<file path="src/rtl/fetch_stage.sv">
// Instruction-fetch stage: owns the PC, drives a multi-cycle instruction memory
// through a req/done handshake and presents fetched instructions to IF/ID.
module fetch_stage #(
   parameter logic [15:0] RESET_PC  = 16'h0000,
   parameter logic [15:0] NOP_INSTR = 16'h0800
) (
   input  logic        clk,
   input  logic        rst,
   input  logic        stall,
   input  logic        redirect,
   input  logic [15:0] redirect_pc,
   output logic        imem_req,
   output logic [15:0] imem_addr,
   input  logic [15:0] imem_rdata,
   input  logic        imem_done,
   output logic [15:0] instruction_out,
   output logic [15:0] PC_NO_PLUS_TWO_OUT,
   output logic [15:0] PC_next_out,
   output logic        if_valid,
   output logic        halt_fetched
);

   typedef enum logic [1:0] {
      ST_REQ,
      ST_WAIT,
      ST_PRESENT,
      ST_HALTED
   } state_t;

   state_t      state_q, state_d;
   logic [15:0] pc_q, pc_d;
   logic [15:0] ibuf_q, ibuf_d;
   logic        kill_q, kill_d;
   logic [15:0] pc_plus2;
   logic        is_halt;

   assign pc_plus2 = pc_q + 16'd2;
   assign is_halt  = (ibuf_q[15:11] == 5'b00000);

   assign PC_NO_PLUS_TWO_OUT = pc_q;
   assign PC_next_out        = pc_plus2;

   always_comb begin
      state_d         = state_q;
      pc_d            = pc_q;
      ibuf_d          = ibuf_q;
      kill_d          = kill_q;
      imem_req        = 1'b0;
      imem_addr       = pc_q;
      if_valid        = 1'b0;
      instruction_out = NOP_INSTR;
      halt_fetched    = 1'b0;

      unique case (state_q)
         ST_REQ: begin
            imem_req = 1'b1;
            state_d  = ST_WAIT;
            // The request already went out; its response must be dropped.
            if (redirect) begin
               pc_d   = redirect_pc;
               kill_d = 1'b1;
            end
         end
         ST_WAIT: begin
            if (imem_done) begin
               if (kill_q || redirect) begin
                  kill_d  = 1'b0;
                  state_d = ST_REQ;
                  if (redirect) pc_d = redirect_pc;
               end else begin
                  ibuf_d  = imem_rdata;
                  state_d = ST_PRESENT;
               end
            end else if (redirect) begin
               pc_d   = redirect_pc;
               kill_d = 1'b1;
            end
         end
         ST_PRESENT: begin
            if_valid        = 1'b1;
            instruction_out = ibuf_q;
            if (redirect) begin
               pc_d    = redirect_pc;
               state_d = ST_REQ;
            end else if (!stall) begin
               if (is_halt) begin
                  state_d = ST_HALTED;
               end else begin
                  // Consume and issue the sequential fetch in the same cycle.
                  pc_d      = pc_plus2;
                  imem_req  = 1'b1;
                  imem_addr = pc_plus2;
                  state_d   = ST_WAIT;
               end
            end
         end
         ST_HALTED: begin
            halt_fetched = 1'b1;
            if (redirect) begin
               pc_d    = redirect_pc;
               state_d = ST_REQ;
            end
         end
         default: state_d = ST_REQ;
      endcase

      if (rst) begin
         imem_req        = 1'b0;
         if_valid        = 1'b0;
         instruction_out = NOP_INSTR;
         halt_fetched    = 1'b0;
      end
   end

   always_ff @(posedge clk) begin
      if (rst) begin
         state_q <= ST_REQ;
         pc_q    <= RESET_PC;
         ibuf_q  <= NOP_INSTR;
         kill_q  <= 1'b0;
      end else begin
         state_q <= state_d;
         pc_q    <= pc_d;
         ibuf_q  <= ibuf_d;
         kill_q  <= kill_d;
      end
   end

endmodule
</file>
<file path="config.mk">
export PLATFORM = sky130hd
export DESIGN_NAME = fetch_stage
export DESIGN_NICKNAME = d
export VERILOG_FILES = /design/src/rtl/fetch_stage.sv
export SDC_FILE = /design/constraint.sdc
export NUM_CORES = 1
export LEC_CHECK = 0
export BUFFER_PORTS_ARGS = -buffer_cell sky130_fd_sc_hd__buf_4
export CORE_ASPECT_RATIO = 1.4
export CORE_UTILIZATION = 41
export CTS_BUF_LIST = sky130_fd_sc_hd__clkbuf_4 sky130_fd_sc_hd__clkbuf_8
export CTS_CLUSTER_SIZE = 10
export DETAILED_ROUTE_END_ITERATION = 7
export GPL_ROUTABILITY_DRIVEN = 0
export PLACE_DENSITY = 0.81
export SLEW_MARGIN = 5
export SYNTH_ARGS = -nofsm -noshare
export SYNTH_HDL_FRONTEND = slang
export SYNTH_SLANG_ARGS = --single-unit
</file>
<file path="constraint.sdc">
create_clock -name clk -period 5.7 [get_ports clk]
set_input_delay 0.855 -clock clk [delete_from_list [all_inputs] [get_ports clk]]
set_output_delay 0.855 -clock clk [all_outputs]
set_load 0.02 [all_outputs]
</file>
==> flow_summary.toml <==
[clocking]
clockBufferDepth = 2
postCtsSetupRepairBufs = 0
cts_tree = "built"
holdBufCountCts = 0
cts_made_buffers = 5
cts_resized = 0
htree_levels = 2
cts_root_buf = "clkbuf_8"
cts_sinks = 35
clk_pin_slew_worst_paths_ns = 0.07
clock_latency_ns = 0.29

[synth]
synth_area_leaders = "dfxtp_1 (33%), nand2_1 (8.9%), xnor2_1 (7.4%), a21oi_1 (4.7%), and2_1 (4.4%)"
netlist_area_um2 = 2140
yosys_register_bits = 35
synthArstFlopShare_pct = 0
synth-seq-area-share_pct = 32.7
synth_edf_count = 0
synthTopCellsByCount = "nand2_1 (51), dfxtp_1 (35), a21oi_1 (20)"
yosys_warnings = 0
yosysMostFrequentCell = "nand2_1"
synth.largest_area_cell = "dfxtp_1"
synth_ff_type = "dfxtp_1"
syn_inst = 280
syn_nets = 318
synth.distinct_cells = 38
syn-mean-instance-area_um2 = 7.65
yosys.area.top_type_share_pct = 32.7

[timing]
max_clock_freq_mhz = 318
finalSetupViolCount = 0
drv_slew = 0
tightest_slew_ns = 0.746
timing.final.crit_share_pct = 55.2
maxSlewHeadroom_pct = 49.8
skew_ns = 0.00526
hold_viol = 0
period_needed_ns = 3.15
fin_setup_tns_ns = 0
rsz0062_at_grt = "no"

[cells_and_area]
drive_gt1_share_pct = 32.4
syn_to_final_growth_pct = 41.8
fin_nets = 407
stdcell_count = 434
num_antenna_cells = 0

[routing]
route.detailed.drc = 0
drt_wl_total_mm = 6.01
drtAntennaViolNets = 0
dr.pass1.iters = 4
routed_via_density = 5.26
wl_per_cell_um = 13.9
dr.first_iter.drc_count = 100
vias = 2282

[worst_setup_path]
cp.required_ns = 4.85
arrival_ns = 2.29
r2r_end = "PC_NO_PLUS_TWO_OUT[13]"
cp-endpoint = "imem_addr[15]"
critPathCaptureType = "primary output"
r2r_slack_ns = 3.49
critical_path.max_fanout = 6
timing.rr.start = "PC_NO_PLUS_TWO_OUT[1]"
r2r_cells = 5
worst-setup-path-type = "register to primary output"
critical_path.startpoint = "PC_NO_PLUS_TWO_OUT[1]"
critPathLaunchType = "register"

[grt]
antenna_found_initial = 0
grt_max_degree = 41
grt_pass1_vias = 2127
grt_usage_pct = 22.2
overflow = 0
grt_pass1_wl_mm = 9.69

[floorplanning]
dieArea_um2 = 5520
rows = 30
pin_count = 104
core_area_um2 = 4920
start_util_pct = 43.6
die_h_um = 87.5
die_x_um = 63.1

[power_and_ir_drop]
powerDensity_nw_per_um2 = 214
irDropWorstVdd_mv = 0.160
p_leak_nw = 1.33

[run]
maxCapViolCount = 0

[place]
dp_hpwl_mm = 4.38
io_buffers = 103
dpl.cell_count = 426

[min_path]
hold_start = "ibuf_q[1]"
hp-class = "register to register"

[run_status]
outcome = "complete, no violations"
-- critical path: stages (launching register included) --
cell,delay [ns]
dfxtp_1,0.44
ha_1,0.30
nand3_1,0.20
nor4_1,0.59
nand2_1,0.13
xnor2_1,0.18
buf_4,0.16
-- per-layer routing --
| metal | wire, um | vias to the layer above | track usage [%] |
|---|---|---|---|
| met4 | 111 | 0 | 8.67 |
| met1 | 2450 | 1020 | 25.7 |
| met3 | 527 | 11 | 5.50 |
| met2 | 2920 | 110 | 39.2 |
| met5 | 0 | - | 0 |
| li1 | - | 1141 | - |
-- power by group --
part           switching [mW]  leakage [nW]  internal (mW)  total (mW)
Combinational          0.0747         0.986         0.0658       0.140
Sequential             0.0204         0.288          0.257       0.278
Clock                  0.0904        0.0612          0.141       0.232
Total                   0.186          1.33          0.464       0.650
-- worst min-delay path by stage --
stage	endpoint	slack, ns	cells past startpoint
after detailed placement	ibuf_q[1]	0.44	2
after CTS	ibuf_q[1]	0.45	2
after floorplan	ibuf_q[0]	0.43	2
final	ibuf_q[1]	0.45	2
after global routing	ibuf_q[7]	0.47	2
after global placement	ibuf_q[9]	0.44	2
-- state kept, by name, summed over array words and instances (netlist names) --
register	cells
ibuf_q	16
kill_q	1
PC_NO_PLUS_TWO_OUT	16
state_q	2
-- cell usage in the layout (no fill, tap or decap), types with 3 or more instances in the layout --
| cell | Yosys | layout |
|---|---|---|
| and4_1 | 9 | 9 |
| a2111oi_0 | 10 | 9 |
| dfxtp_1 | 35 | 35 |
| xnor2_1 | 18 | 18 |
| inv_1 | 16 | 16 |
| nor3_1 | 7 | 7 |
| clkbuf_8 | 0 | 6 |
| o21ai_0 | 3 | 3 |
| nor2_1 | 13 | 13 |
| nand3_1 | 4 | 4 |
| and2_1 | 15 | 15 |
| buf_4 | 3 | 106 |
| a211oi_1 | 11 | 11 |
| a21oi_1 | 20 | 20 |
| xor2_1 | 10 | 10 |
| or3_1 | 5 | 5 |
| a311oi_1 | 4 | 4 |
| nand2_1 | 51 | 51 |
| and3_1 | 4 | 4 |
-- cell type report --
class,instances,area (um2)
fill,445,1880
multi-input combinational,205,1280
timing repair buffer,106,796
sequential,35,701
clock buffer,6,82.6
tap,64,80.1
inverter,16,60.1
clock inverter,2,35.0
-- kinds of logic (layout without fill, tap and decap cells) --
kind of cell / count (synthesis) / count (layout) / synth area share [%]
AND/OR/NAND/NOR: 122 / 122 / 29.8
buffers and inverters: 40 / 130 / 7.94
AO/OA/AOI/OAI: 53 / 53 / 17.0
XOR/XNOR: 28 / 28 / 11.4
flip-flops: 35 / 35 / 32.7
adder cells (fa/ha/maj): 1 / 1 / 0.584
multiplexers: 1 / 1 / 0.467
-- metrics by stage --
stage	worst slack, ns	power (mW)	hold WS [ns]	area, um2	util, %
floorplan	2.52	0.356	0.432	2140	-
global placement	2.81	0.422	0.437	2920	59.4
detailed placement	2.77	0.423	0.443	2920	59.4
CTS	2.57	0.657	0.453	3040	61.8
global route	2.33	0.678	0.469	3040	61.8
finish	2.55	0.650	0.450	3040	61.8
Power figures use the tool's default switching activity.
